**src/rtl/twiddle_seq_gen.sv**
```systemverilog
// Radix-2 DIF FFT twiddle sequencer: streams W_N^k for one stage per start request,
// built from a quarter-wave cosine table with octant/quadrant symmetry.
module twiddle_seq_gen #(
  parameter int unsigned N       = 128,
  parameter int unsigned W_WIDTH = 16,
  parameter int unsigned LOG2N   = $clog2(N),
  parameter int unsigned SW      = $clog2(LOG2N)
) (
  input  logic                      clk,
  input  logic                      rst_n,
  input  logic                      start,
  input  logic [SW-1:0]             stage,
  input  logic                      w_ready,
  output logic signed [W_WIDTH-1:0] W_real,
  output logic signed [W_WIDTH-1:0] W_imag,
  output logic                      w_valid,
  output logic                      w_last,
  output logic                      busy,
  output logic                      err
);

  localparam int unsigned AW = LOG2N - 1;
  localparam logic [AW-1:0] Quarter = AW'(N / 4);
  localparam logic [AW:0]   Half    = (AW + 1)'(N / 2);
  localparam logic [AW-1:0] LastJ   = AW'(N / 2 - 1);

  // round(cos(2*pi*i/N) * 2^(W_WIDTH-2)) via a Q30 Taylor series, evaluated at elaboration.
  function automatic logic [W_WIDTH-1:0] cos_q(input int unsigned i);
    longint x, x2, term, sum;
    x    = (64'sd6746518852 * longint'(i)) / longint'(N);
    x2   = (x * x) >>> 30;
    term = 64'sd1 <<< 30;
    sum  = term;
    for (int n = 1; n <= 12; n++) begin
      term = -((term * x2) >>> 30) / longint'((2 * n - 1) * (2 * n));
      sum  = sum + term;
    end
    cos_q = W_WIDTH'(((sum <<< (W_WIDTH - 2)) + (64'sd1 <<< 29)) >>> 30);
  endfunction

  logic signed [W_WIDTH-1:0] cos_tab [N/4+1];

  for (genvar g = 0; g <= int'(N / 4); g++) begin : g_rom
    localparam logic [W_WIDTH-1:0] CosVal = cos_q(g);
    assign cos_tab[g] = CosVal;
  end

  typedef enum logic [1:0] {StIdle, StRun, StDrain} state_e;

  state_e        state_q, state_d;
  logic [AW-1:0] j_q, j_d;
  logic [SW-1:0] s_q, s_d;
  logic          advance, issue, err_d;
  logic [AW-1:0] idx, k;
  logic [SW-1:0] sel;

  // P0/P1 pipeline registers
  logic          v0_q, last0_q, neg0_q;
  logic [AW-1:0] addr_r0_q, addr_i0_q;
  logic          v1_q, last1_q, neg1_q;
  logic signed [W_WIDTH-1:0] rom_r1_q, rom_i1_q;

  logic          hi;
  logic [AW-1:0] addr_r_d, addr_i_d;

  assign advance = ~w_valid | w_ready;
  assign busy    = (state_q != StIdle);

  always_comb begin
    state_d = state_q;
    j_d     = j_q;
    s_d     = s_q;
    issue   = 1'b0;
    idx     = j_q;
    sel     = s_q;
    err_d   = 1'b0;
    case (state_q)
      StIdle: begin
        if (start) begin
          if (32'(stage) < LOG2N) begin
            // Item 0 enters P0 on the accept edge; j then holds the next index.
            state_d = StRun;
            s_d     = stage;
            sel     = stage;
            idx     = '0;
            j_d     = AW'(1);
            issue   = 1'b1;
          end else begin
            err_d = 1'b1;
          end
        end
      end
      StRun: begin
        if (advance) begin
          issue = 1'b1;
          if (j_q == LastJ) begin
            state_d = StDrain;
          end else begin
            j_d = j_q + AW'(1);
          end
        end
      end
      StDrain: begin
        if (w_valid && w_ready && w_last) begin
          state_d = StIdle;
        end
      end
      default: state_d = StIdle;
    endcase
  end

  // (j mod (N >> (s+1))) << s is the same as j << s truncated to AW bits.
  always_comb begin
    k        = idx << sel;
    hi       = (k > Quarter);
    addr_r_d = hi ? AW'(Half - {1'b0, k}) : k;
    addr_i_d = hi ? (k - Quarter) : (Quarter - k);
  end

  always_ff @(posedge clk or negedge rst_n) begin
    if (!rst_n) begin
      state_q <= StIdle;
      j_q     <= '0;
      s_q     <= '0;
      err     <= 1'b0;
    end else begin
      state_q <= state_d;
      j_q     <= j_d;
      s_q     <= s_d;
      err     <= err_d;
    end
  end

  always_ff @(posedge clk or negedge rst_n) begin
    if (!rst_n) begin
      v0_q      <= 1'b0;
      last0_q   <= 1'b0;
      neg0_q    <= 1'b0;
      addr_r0_q <= '0;
      addr_i0_q <= '0;
      v1_q      <= 1'b0;
      last1_q   <= 1'b0;
      neg1_q    <= 1'b0;
      rom_r1_q  <= '0;
      rom_i1_q  <= '0;
      w_valid   <= 1'b0;
      w_last    <= 1'b0;
      W_real    <= '0;
      W_imag    <= '0;
    end else if (advance) begin
      v0_q      <= issue;
      last0_q   <= issue && (idx == LastJ);
      neg0_q    <= hi;
      addr_r0_q <= addr_r_d;
      addr_i0_q <= addr_i_d;
      v1_q      <= v0_q;
      last1_q   <= last0_q;
      neg1_q    <= neg0_q;
      rom_r1_q  <= cos_tab[addr_r0_q];
      rom_i1_q  <= cos_tab[addr_i0_q];
      w_valid   <= v1_q;
      w_last    <= last1_q;
      W_real    <= neg1_q ? -rom_r1_q : rom_r1_q;
      W_imag    <= -rom_i1_q;
    end
  end

endmodule

```
**config.mk**
```make
export PLATFORM = sky130hd
export DESIGN_NAME = twiddle_seq_gen
export DESIGN_NICKNAME = d
export VERILOG_FILES = /design/src/rtl/twiddle_seq_gen.sv
export SDC_FILE = /design/constraint.sdc
export NUM_CORES = 1
export LEC_CHECK = 0
export BUFFER_PORTS_ARGS = -buffer_cell sky130_fd_sc_hd__buf_2
export CAP_MARGIN = 10
export CORE_UTILIZATION = 55
export DETAILED_ROUTE_END_ITERATION = 6
export HOLD_SLACK_MARGIN = 0.02
export PLACE_DENSITY = 0.74
export SLEW_MARGIN = 10
export SYNTH_ARGS = -nofsm -noshare
export SYNTH_HDL_FRONTEND = slang
export SYNTH_SLANG_ARGS = --single-unit
```
**constraint.sdc**
```tcl
create_clock -name clk -period 5.8 [get_ports clk]
set_clock_uncertainty 0.2 [all_clocks]
set_input_delay 0.87 -clock clk [delete_from_list [all_inputs] [get_ports clk]]
set_output_delay 0.87 -clock clk [all_outputs]
set_load 0.02 [all_outputs]
```
# Word-level counts from Yosys, hierarchy flattened
# Memory sizes are Yosys's and may differ from the RTL's. A register that Yosys moved wholly into a read port is not among the register bits.
# Cells that the tools add are included.
[totals]
ff_bits = 64
romBits = 2048
word_cells = 78
n_memories = 2
[op_classes]
n_addsub = 6
order_cmp = 2
eq_ne = 10
shift = 1
muxes = 27
n_bitwise = 4
reduce_logical = 10
[mem_list]
columns = ["memory", "words", "width", "read_ports", "rd_ports_with_merged_regs", "write_ports", "line", "rtl"]
rows = [
  ["(name not given)", 64, 16, 1, 1, 0, "160", "rom_i1_q <= cos_tab[addr_i0_q];"],
  ["(name not given)", 64, 16, 1, 1, 0, "159", "rom_r1_q <= cos_tab[addr_r0_q];"],
]
[ops]
columns = ["op", "count"]
rows = [
  ["two-way mux 6 bit", 9],
  ["negator 16 bit", 2],
  ["two-way mux 16 bit", 1],
  ["NOT 6 -> 7 bit", 2],
  ["== test 6 bit, second input constant", 2],
  ["inequality test 2 bit, second input constant", 6],
  ["case mux 6 bit (2 select lines)", 1],
  ["two-way mux 2 bit", 5],
  ["AND reduction 5 bit", 2],
  ["two-way mux 3 bit", 3],
  ["adder 6 x 1 -> 6 bit, second input constant", 1],
  ["greater-than comparator 6 bit, second input constant", 1],
  ["two-way mux 1 bit", 6],
  ["case mux 2 bit (3 select lines)", 1],
  ["left shift 6 x 3 -> 6 bit", 1],
  ["subtractor 1 x 6 -> 6 bit, first input constant", 1],
  ["subtractor 6 bit, first input constant", 1],
  ["subtractor 6 bit, second input constant", 1],
  ["nonzero test 2 bit", 2],
  ["logical AND 1 bit", 3],
  ["< comparator 3 bit, second input constant", 1],
  ["== test 2 x 1 -> 1 bit, second input constant", 1],
  ["== test 2 bit, second input constant", 1],
  ["logical NOT 1 bit", 2],
  ["other kinds (4)", 4],
]

# Depth between registers and ports, before layout
[logic_depth]
depth_word = 7
depth_mapped = 10
ltp_nobuf = 9

# Least setup slack after synthesis
# Ideal clock, no wire load.
[synth_timing]
kind = "input port to flip-flop"
start = "in stage[0]"
end = "reg addr_i0_q[3]"
setup_time_ns = 0.120
t_arrival_ns = 2.813
path_slack_ns = 2.667
path_stages = 9
path_buffers = 0
path_cell_list = "or4b_4 nand3_1 a211oi_1 inv_1 ha_1 o2111a_2 a22oi_4 or4_1 and3_1"
[synth_via]
elab_chain_len = 7
word_cells_on_any_way = 12
[synth_rtl]
columns = ["element", "line", "rtl"]
rows = [
  ["start: declaration", "12", "input logic [SW-1:0] stage,"],
  ["< comparator 3 bit", "80", "if (32'(stage) < LOG2N) begin"],
  ["two-way mux 6 bit / two-way mux 3 bit (equally long branches)", "80", ""],
  ["two-way mux 6 bit / two-way mux 3 bit (equally long branches) (2 in a row)", "-", ""],
  ["left shift 6 x 3 -> 6 bit (*)", "114", "k = idx << sel;"],
  ["subtractor 6 bit / greater-than comparator 6 bit (equally long branches)", "117, 115", ""],
  ["two-way mux 6 bit (*)", "117", "addr_i_d = hi ? (k - Quarter) : (Quarter - k);"],
  ["end signal: assignment", "155", "addr_i0_q <= addr_i_d;"],
  ["end: declaration", "59", "logic [AW-1:0] addr_r0_q, addr_i0_q;"],
]
# Mark *: on every way between the ends. The rest lies on a longest branch, timed or not.
# A chain may end at the register's enable or synchronous reset.

# Worst setup path in the final report
[layout_timing]
start = "in stage[0]"
end = "reg addr_r0_q[3]"
[layout_via]
elab_chain_len = 7
word_cells_on_any_way = 11
[layout_rtl]
columns = ["element", "line", "rtl"]
rows = [
  ["< comparator 3 bit", "80", ""],
  ["two-way mux 6 bit / two-way mux 3 bit (equally long branches)", "80", ""],
  ["two-way mux 6 bit / two-way mux 3 bit (equally long branches) (2 in a row)", "-", ""],
  ["left shift 6 x 3 -> 6 bit (*)", "114", ""],
  ["subtractor 1 x 6 -> 6 bit / greater-than comparator 6 bit (equally long branches)", "116, 115", ""],
  ["two-way mux 6 bit (*)", "116", "addr_r_d = hi ? AW'(Half - {1'b0, k}) : k;"],
  ["end signal: assignment", "154", "addr_r0_q <= addr_r_d;"],
  ["end: declaration", "59", ""],
]
# Marked as above.

==> run summary <==
Status: completed
Delay-heaviest family, CP: compound AO/OA/AOI/OAI gates
Crit Path Class: primary input to flip-flop
H-tree levels: 3
FFs w/ async S/R, synth: 100%
Post-synth EDFFs: 0
Dpl hpwl: 9.52 mm
Final hold vios: 0
Final setup violation count: 0
F_max: 317 MHz
Sequential share of power: 34.7%
Clock latency on the worst-skew pair: 0.37 ns
Layout Nets: 769
Largest net degree at the start of global routing: 71
CP Cell Sequence: buf_2 -> nor4b_4 -> o21ai_1 -> a211oi_1 -> inv_1 -> ha_1 -> o2111a_2 -> a22oi_4 -> or3b_1 -> nand3_1
Worst Path Required: 5.90 ns
Most frequent cells in the layout: nand2_1 (116), dfrtp_1 (93), nor2_1 (62)
PwrDens: 575 nW/um^2
Critical Path End Type: flip-flop
Net Count, Synth: 758
Max Cap Viol: 0
CP Buf/Inv Count: 2
Post-Route Utilization: 61.9%
Setup_tns: 0 ns
Relative slew slack: 22.4%
Post-Route WL: 13.6 mm
Final min period: 3.15 ns
Commonest non-fill, non-tap cell in the layout: nand2_1
Port Buffer Count: 42
Final Max Slew Viols: 0
LEAKAGE: 0.00279 uW
Row count: 37
First-pass GRT wire length: 23.0 mm
Slowest stage cell, crit path: a211oi_1
Top_reg_cell synth: dfrtp_1
Root buffer cell: clkbuf_8
Post-synthesis cell area: 6060 sq um
Pwr Total: 3740 uW
Core box area: 10500 sq um
Drt initial violations: 416
Overall die width: 107 microns
Via count: 5164
Total track usage: 25.1%
Number of synthesis warnings: 0
P&R area growth vs syn: 7.33%
Synthesized area per cell: 8.34 sq um
Post-route clock period utilization: 54.4%
Dpl cell area: 6310 sq um
CTS Hold Bufs: 0
Hold WS: 0.182 ns
Grt total ovfl: 0
Sink Count: 93
Die Ht: 107 microns
Total die area: 11400 sq um
Netlist cell types: 66
Switching share of power: 48.0%
Clock Power Share: 11.3%
Fraction of layout cells with a size suffix above 1: 11.3%
Initial core utilization: 57.7%
CP peak stage delay: 0.49 ns
Avg WL per Cell: 15.4 microns
Post-Syn Instances: 727
Reg clk slew, reported paths: 0.10 ns
Vias in the first global route: 4615
Switching power: 1800 uW
Max Root-Sink Buffers: 2
Gpl congestion: 0.895
Internal: 1940 uW
Setup repair bufs after CTS: 0
Slew @ Worst Pin: 1.16 ns
Hold Path Class: primary input to async pin
CTS resizes: 0
CTS tree: done
Sequential element share of the synthesized area: 38.4%
Comb power frac: 54.0%
Initial antenna violation count: 0
Post-route cell area: 6510 sq um
Diode count: 0
Antenna viol nets, final: 0
Critical Path AT: 3.26 ns
DRT Pass-1 Iters: 5
Startpoint types: primary input
RSZ-0062 raised after global routing: false
DRC violations left: 0
CTS Buf Count: 9
Worst vdd ir: 0.315 mV
Routed vias/inst: 5.87
Synth Register Bits: 93
Number of I/O pins: 43
Worst-path maximum fanout: 9
==> routing by layer <==
metal  track usage, %  share of wire [%]  up-vias
met3             3.40                3.8       12
met1             34.8                 48     2426
met5                0                  0        -
met2             41.2                 47      125
li1                 -                  -     2601
met4             6.75                1.0        0
==> state kept, by name, indices dropped and copies added (netlist names) <==
| signal | flops |
|---|---|
| v1_q | 1 |
| s_q | 3 |
| W_real | 16 |
| addr_r0_q | 6 |
| w_last | 1 |
| last1_q | 1 |
| w_valid | 1 |
| err | 1 |
| last0_q | 1 |
| addr_i0_q | 5 |
| v0_q | 1 |
| rom_i1_q | 15 |
| neg1_q | 1 |
| j_q | 6 |
| neg0_q | 1 |
| W_imag | 16 |
| rom_r1_q | 15 |
| state_q | 2 |
==> worst reg2reg max path: cells and delay by family, from the launching register on <==
family	cells	cell delay, ns
compound gates	4	1.13
fa+ha+maj	1	0.22
buf+inv	1	0.09
flops	1	0.52
simple gates	3	0.90
==> Yosys cell counts (all sizes together), types with 4 or more instances <==
| cell type | number | area (sq um) |
|---|---|---|
| nand2 | 117 | 442 |
| ha | 24 | 300 |
| and2 | 4 | 25.0 |
| or3 | 5 | 31.3 |
| xnor2 | 8 | 70.1 |
| a32o | 5 | 50.1 |
| a211oi | 8 | 65.1 |
| buf | 10 | 46.3 |
| nor2b | 11 | 68.8 |
| a311oi | 4 | 35.0 |
| clkbuf | 38 | 143 |
| dfrtp | 93 | 2330 |
| a21o | 5 | 45.0 |
| o31ai | 10 | 75.1 |
| mux2i | 6 | 60.1 |
| or4 | 6 | 45.0 |
| nand3 | 19 | 95.1 |
| xor2 | 24 | 210 |
| nand2b | 15 | 93.8 |
| nand3b | 4 | 30.0 |
| o211ai | 13 | 97.6 |
| nor2 | 63 | 239 |
| o311ai | 4 | 35.0 |
| a21oi | 56 | 280 |
| nor3b | 6 | 50.1 |
| a31oi | 10 | 62.6 |
| inv | 20 | 75.1 |
| a22o | 18 | 158 |
| nor3 | 15 | 75.1 |
| o21ai | 64 | 320 |
==> metrics by stage <==
| stage | worst slack [ns] | cells |
|---|---|---|
| final | 2.65 | 879 |
| after global routing | 2.47 | 879 |
| after CTS | 2.66 | 879 |
| after detailed placement | 2.28 | 863 |
| after global placement | 2.37 | 863 |
| after floorplan | 2.67 | 727 |
==> power by group through the flow <==
| stage | registers, uW | logic (uW) | clock network, uW |
|---|---|---|---|
| 3_3_place_gp | 1280 | 1950 | 0 |
| 3_5_place_dp | 1310 | 2000 | 0 |
| 2_1_floorplan | 1250 | 1560 | 0 |
| 4_1_cts | 1290 | 2010 | 432 |
| 6_report | 1300 | 2020 | 422 |
| 5_1_grt | 1350 | 2260 | 461 |
==> final timing paths <==
kind	startpoint	end	slack, ns	cells past startpoint
max	stage[0]	addr_r0_q[3]	2.65	10
min	rst_n	rom_r1_q[11]	0.18	1
max reg2reg	state_q[1]	addr_r0_q[3]	2.66	9
min reg2reg	W_real[3]	W_real[3]	0.28	2
max in group asynchronous	rst_n	addr_i0_q[2]	4.04	2
min in group clk	W_real[3]	W_real[3]	0.28	2
==> final cells by class <==
| cell class | count | area, sq um |
|---|---|---|
| clock buffer | 11 | 151 |
| clock inverter | 5 | 43.8 |
| fill | 913 | 4000 |
| inverter | 20 | 75.1 |
| multi-input combinational | 566 | 3480 |
| sequential | 93 | 2330 |
| tap | 136 | 170 |
| timing repair buffer | 48 | 258 |
==> logic make-up (layout without fill, tap and decap cells) <==
logic type	after synthesis	in the layout	synth area share [%]
compound gates	216	216	23.3
xor+xnor	32	32	4.62
fa+ha+maj	24	24	4.95
buf+inv	68	84	4.35
flops	93	93	38.4
mux	8	8	1.55
simple gates	286	286	22.8
Power figures use the tool's default switching activity.
